$ cat config.mk
export PLATFORM = sky130hd
export DESIGN_NAME = serial_word_rx
export DESIGN_NICKNAME = d
export VERILOG_FILES = /design/src/rtl/serial_word_rx.sv
export SDC_FILE = /design/constraint.sdc
export NUM_CORES = 1
export LEC_CHECK = 0
export CELL_PAD_IN_SITES_DETAIL_PLACEMENT = 1
export CELL_PAD_IN_SITES_GLOBAL_PLACEMENT = 2
export CORE_ASPECT_RATIO = 1.25
export CORE_MARGIN = 1.5
export CORE_UTILIZATION = 25
export CTS_CLUSTER_DIAMETER = 200
export DETAILED_ROUTE_END_ITERATION = 10
export GPL_TIMING_DRIVEN = 0
export PLACE_DENSITY = 0.69
export SETUP_SLACK_MARGIN = 0.2
export SLEW_MARGIN = 0
export SYNTH_ARGS = -nofsm -noshare
export SYNTH_HDL_FRONTEND = slang
export SYNTH_SLANG_ARGS = --single-unit
export TNS_END_PERCENT = 10
$ cat constraint.sdc
create_clock -name clock -period 1.35 [get_ports clock]
set_clock_uncertainty 0.2 [all_clocks]
set_input_delay 0.135 -clock clock [delete_from_list [all_inputs] [get_ports clock]]
set_output_delay 0.135 -clock clock [all_outputs]
set_load 0.05 [all_outputs]
$ cat src/rtl/serial_word_rx.sv
// -----------------------------------------------------------------------------
// serial_word_rx
//
// Receive end of a shift-mode register's serial output path. Qualified serial
// bits (ser_valid high) are shifted into an internal register; every WIDTH
// bits the assembled word is offered to a one-entry output buffer that the
// consumer drains with word_ack. A word that completes while the buffer still
// holds an unconsumed word is dropped and the sticky overrun flag is set.
//
// Parameters
//   WIDTH      bits per word (>= 2)
//   MSB_FIRST  1: first received bit lands in word_out[WIDTH-1]
//              0: first received bit lands in word_out[0]
//
// Ports
//   clock       in   system clock, all state updates on the rising edge
//   reset       in   asynchronous, active-high reset
//   ser_in      in   serial data bit
//   ser_valid   in   ser_in is sampled on this rising edge when high
//   clear       in   synchronous flush of all state (beats ser_valid/word_ack)
//   word_ack    in   consumer has taken word_out
//   word_out    out  last completed word (registered)
//   word_valid  out  word_out holds an unconsumed word (buffer FSM is FULL)
//   overrun     out  sticky: a completed word was dropped
//   bit_count   out  bits collected toward the current word
//   busy        out  partial word in progress (bit_count != 0)
//
// Handshake: word_valid stays high, and word_out stable, until the consumer
// samples word_ack high on a rising edge. An ack while word_valid is low is
// ignored. An ack on the same edge as a completion frees the slot for the new
// word, so that word is accepted rather than counted as an overrun.
// -----------------------------------------------------------------------------
module serial_word_rx #(
    parameter int WIDTH     = 4,
    parameter bit MSB_FIRST = 1'b1
) (
    input  logic                     clock,
    input  logic                     reset,
    input  logic                     ser_in,
    input  logic                     ser_valid,
    input  logic                     clear,
    input  logic                     word_ack,
    output logic [WIDTH-1:0]         word_out,
    output logic                     word_valid,
    output logic                     overrun,
    output logic [$clog2(WIDTH)-1:0] bit_count,
    output logic                     busy
);

    localparam int CW = $clog2(WIDTH);
    localparam logic [CW-1:0] LAST_BIT = CW'(WIDTH - 1);

    typedef enum logic {
        EMPTY = 1'b0,
        FULL  = 1'b1
    } buf_state_t;

    buf_state_t       state;
    buf_state_t       state_next;
    logic [WIDTH-1:0] sh;
    logic [WIDTH-1:0] sh_next;
    logic [CW-1:0]    cnt;
    logic             complete;
    logic             load_word;
    logic             set_overrun;

    // -------------------------------------------------------------------------
    // Collection datapath
    // -------------------------------------------------------------------------

    // sh_next is the shift register with the current bit already included; on
    // the completion edge it is the finished word, so the buffer can load it on
    // the same edge that samples the last bit.
    generate
        if (MSB_FIRST) begin : g_msb_first
            assign sh_next = {sh[WIDTH-2:0], ser_in};
        end else begin : g_lsb_first
            assign sh_next = {ser_in, sh[WIDTH-1:1]};
        end
    endgenerate

    assign complete = ser_valid && (cnt == LAST_BIT);

    // Collection never stalls: bits keep arriving regardless of buffer state.
    always_ff @(posedge clock or posedge reset) begin
        if (reset) begin
            sh  <= '0;
            cnt <= '0;
        end else if (clear) begin
            sh  <= '0;
            cnt <= '0;
        end else if (ser_valid) begin
            sh <= sh_next;
            if (complete) begin
                cnt <= '0;
            end else begin
                cnt <= cnt + CW'(1);
            end
        end
    end

    // -------------------------------------------------------------------------
    // Output buffer FSM
    // -------------------------------------------------------------------------

    always_ff @(posedge clock or posedge reset) begin
        if (reset) begin
            state <= EMPTY;
        end else if (clear) begin
            state <= EMPTY;
        end else begin
            state <= state_next;
        end
    end

    always_comb begin
        state_next  = state;
        load_word   = 1'b0;
        set_overrun = 1'b0;
        case (state)
            EMPTY: begin
                // An ack with nothing buffered has no effect.
                if (complete) begin
                    state_next = FULL;
                    load_word  = 1'b1;
                end
            end
            FULL: begin
                if (complete && word_ack) begin
                    // Consumer frees the slot on the same edge: replace.
                    state_next = FULL;
                    load_word  = 1'b1;
                end else if (complete) begin
                    // Slot still occupied: keep the old word, drop the new one.
                    state_next  = FULL;
                    set_overrun = 1'b1;
                end else if (word_ack) begin
                    state_next = EMPTY;
                end
            end
            default: begin
                state_next = EMPTY;
            end
        endcase
    end

    // word_out keeps its value after an ack; only a load replaces it.
    always_ff @(posedge clock or posedge reset) begin
        if (reset) begin
            word_out <= '0;
            overrun  <= 1'b0;
        end else if (clear) begin
            word_out <= '0;
            overrun  <= 1'b0;
        end else begin
            if (load_word) begin
                word_out <= sh_next;
            end
            if (set_overrun) begin
                overrun <= 1'b1;
            end
        end
    end

    // -------------------------------------------------------------------------
    // Status outputs (the buffer state is visible directly as word_valid)
    // -------------------------------------------------------------------------

    assign word_valid = (state == FULL);
    assign bit_count  = cnt;
    assign busy       = (cnt != '0);

endmodule
==> results by group <==
Setup path
  – Slowest stage cell, crit path: dfrtp_2
  – Worst Reg-to-Reg Cells: 5
  – CP Capture Type: output pin
  – WP data arrival: approximately 1.1 ns
  – Worst Path Class, Setup: flop to output pin
  – Delay of the slowest cell on the worst path: 0.43 ns
  – CP Data Required Time: 1.01 ns
  – Crit-path cells: inv_2, ha_4, clkinvlp_4, buf_8
  – Crit start category: flop
  – Critical Path Fanout Max: 4

Power
  – Clock power frac: between 30% and 40%
  – Switching share of power: 27.72%
  – Power Total: between 0.7 and 0.8 mW
  – Worst VDD drop: between 300 and 400 uV
  – Comb power frac: between 20% and 30%
  – Sw power: about 0.20 mW
  – Sequential share of power: between 40% and 50%
  – Internal Power: between 0.5 and 0.6 mW
  – Pleak: 0.3852 nW
  – Pwr/cell area: 851.2 nW/um2

Synth
  – Top cell type's share of synthesized area: 48.67%
  – Sequential area share after synthesis: 48.67%
  – Synth Warn #: 0
  – Yosys cell types: 14
  – Synth Register Bits: 11
  – Cell area after synthesis: 565.5 um2
  – Syn nets: 58
  – Area leader, netlist: dfrtp_1
  – Syn Inst Count: 50
  – Syn_area_per_cell: 11.31 um2
  – Largest cells by area after synthesis: dfrtp_1 (49%), mux2i_1 (14%), nand2b_1 (8.8%), nor2_1 (4.6%), ha_1 (4.4%)

Detailed routing
  – Avg WL per Cell: 10.59 um
  – Post-DRT Antenna Nets: 0
  – Final WL: roughly 1100 um
  – First-pass iteration count of the detailed router: 4
  – DRC: 0
  – Total number of vias: 421
  – 1st-iter DRT viols: 5
  – Vias/cell: 4.127

Floorplanning
  – Die area: 2558 um2
  – Row count: 19
  – # IOs: 15
  – Initial core utilization: 26.14%
  – Die Y-Extent: ~56 um
  – Core Region: 2163 um2
  – DIE WIDTH: ~46 um

Final layout
  – Layout cells sized above 1: 39.44%
  – Post-Layout Inst Area: 845.8 um2
  – Non-Filler Instances: around 100
  – Final net count: 80
  – Antenna diodes: 0
  – Post-route core utilization: between 30% and 40%
  – Syn-to-layout area delta: 49.56%
  – Fillers: 244
  – Highest-count cells in the layout ignoring fill and taps: nand2b_1 (8), mux2i_1 (8), dfrtp_1 (8), buf_6 (7), nor2_1 (7)

Hold path
  – Hold Path Class: primary input to asynchronous set/reset pin

CTS
  – H-tree levels: 1
  – CTS Hold Bufs: 2
  – Max clock buf depth: 2
  – CTS tree: done
  – Clock transition at path regs: 0.07 ns
  – CTS sink cnt: 11
  – Clk root buf: clkbuf_4
  – Num CTS Buffers: 3
  – Clk_lat worst skew: ~0.27 ns

Placed design
  – Dpl cells: 94
  – Gp weighted congestion: 0.7158
  – I/O Buffers: 13
  – Post-DP Area: 754.5 um2
  – Dpl hpwl: 786.9 um

Timing
  – Worst Tran Pin Value: 0.4285 ns
  – Max-slew violation count: 0
  – Setup ws final: -0.1098 ns
  – RSZ-0062 raised after global routing: true
  – Minimum clock period: 1.460 ns
  – Achievable Freq: 685.0 MHz
  – Fin crit share: 108.1%
  – Hold Vio Cnt, Final: 12
  – Rel. slew slack: 71.40%
  – Hold WS: -0.04619 ns
  – Final setup fails: 2

Outcome
  – Status: finished, violations left
  – Violated checks: hold timing, setup timing

Job
  – Max_cap viols: 0

Global route
  – First-pass GRT wire length: 2028 um
  – Largest net degree at the start of global routing: 12
  – GR Overflow Total: 0
  – Vias in the first global route: about 440
  – Initial antenna violation count: 0
  – Total global-route track usage: 11.04%
[layer usage]
| metal | global-route usage, % | routed length (um) | part of all wire (%) |
|---|---|---|---|
| met4 | 7.563 | 29 | 2.7 |
| met5 | 0 | 0 | 0 |
| met3 | 2.922 | 50 | 4.6 |
| met1 | 15.01 | 467 | 43 |
| met2 | 14.69 | 534 | 49 |
[synth_stat cells]
master	n
dfrtp_1	11
mux2i_1	8
nand2b_1	8
nor2_1	7
inv_1	5
a21oi_1	2
ha_1	2
a31oi_1	1
buf_2	1
buf_6	1
nand2_4	1
nor2_8	1
nor2b_4	1
nor3b_2	1
[metrics by stage]
| stage | setup TNS (ns) | setup WS, ns |
|---|---|---|
| floorplan | -0.2074 | -0.04443 |
| global placement | -1.859 | -0.4961 |
| detailed placement | -1.895 | -0.5044 |
| CTS | -0.2040 | -0.1260 |
| global route | -0.5049 | -0.1750 |
| finish | -0.1309 | -0.1098 |
[sequential cells by signal (all words and copies together), names as in the netlist]
register    flops
bit_count       2
overrun         1
sh              3
word_out        4
word_valid      1
[worst max-delay path: cells and delay by family, from the launching register on]
| family | cells | cell delay [ns] |
|---|---|---|
| buffers and inverters | 3 | 0.29 |
| DFF | 1 | 0.43 |
| adders and majority gates | 1 | 0.14 |
[cell families after synthesis]
logic type / count (synthesis) / share of synthesized area [%]
adders and majority gates: 2 / 4.424
and+or+nand+nor: 19 / 23.67
DFF: 11 / 48.67
buffers and inverters: 7 / 6.194
AOI/OAI and AO/OA: 3 / 2.877
muxes: 8 / 14.16
[path summary, 6_finish.rpt]
| check | slack, ns | start | endpoint |
|---|---|---|---|
| worst min register to register | 0.33 | overrun | overrun |
| worst max-delay path | -0.11 | bit_count[1] | busy |
| worst max register to register | 0.02 | bit_count[1] | word_out[3] |
| max in group asynchronous | 0.67 | reset | word_valid |
| min in group clock | -0.01 | ser_valid | bit_count[0] |
| worst min-delay path | -0.05 | reset | sh[2] |
[power groups by stage]
stage                     Combinational [mW]  Clock (mW)  Sequential (mW)
final                                  0.147       0.227            0.346
after global routing                   0.161       0.256            0.348
after CTS                              0.151       0.237            0.346
after detailed placement               0.124           0            0.356
after global placement                 0.123           0            0.356
after floorplan                       0.0652           0            0.372
[layout make-up]
cell class	count	area, um2	share of cell area, %
well taps	31	38.79	4.586
clock buffers	4	26.28	3.107
multi-input cells	32	280.3	33.14
flip-flops and latches	11	279.0	32.99
repair buffers	17	182.7	21.60
plain buffers	2	16.27	1.923
inverters	5	22.52	2.663
[timing repair]
| item | CTS | global route |
|---|---|---|
| buffers inserted | 2 | 0 |
| pin swaps | 4 | 2 |
| hold endpoints to repair | 14 | 11 |
| endpoints found under the setup margin | 17 | 20 |
| gates resized for setup | 56 | 4 |
(Power assumes the default switching activity.)
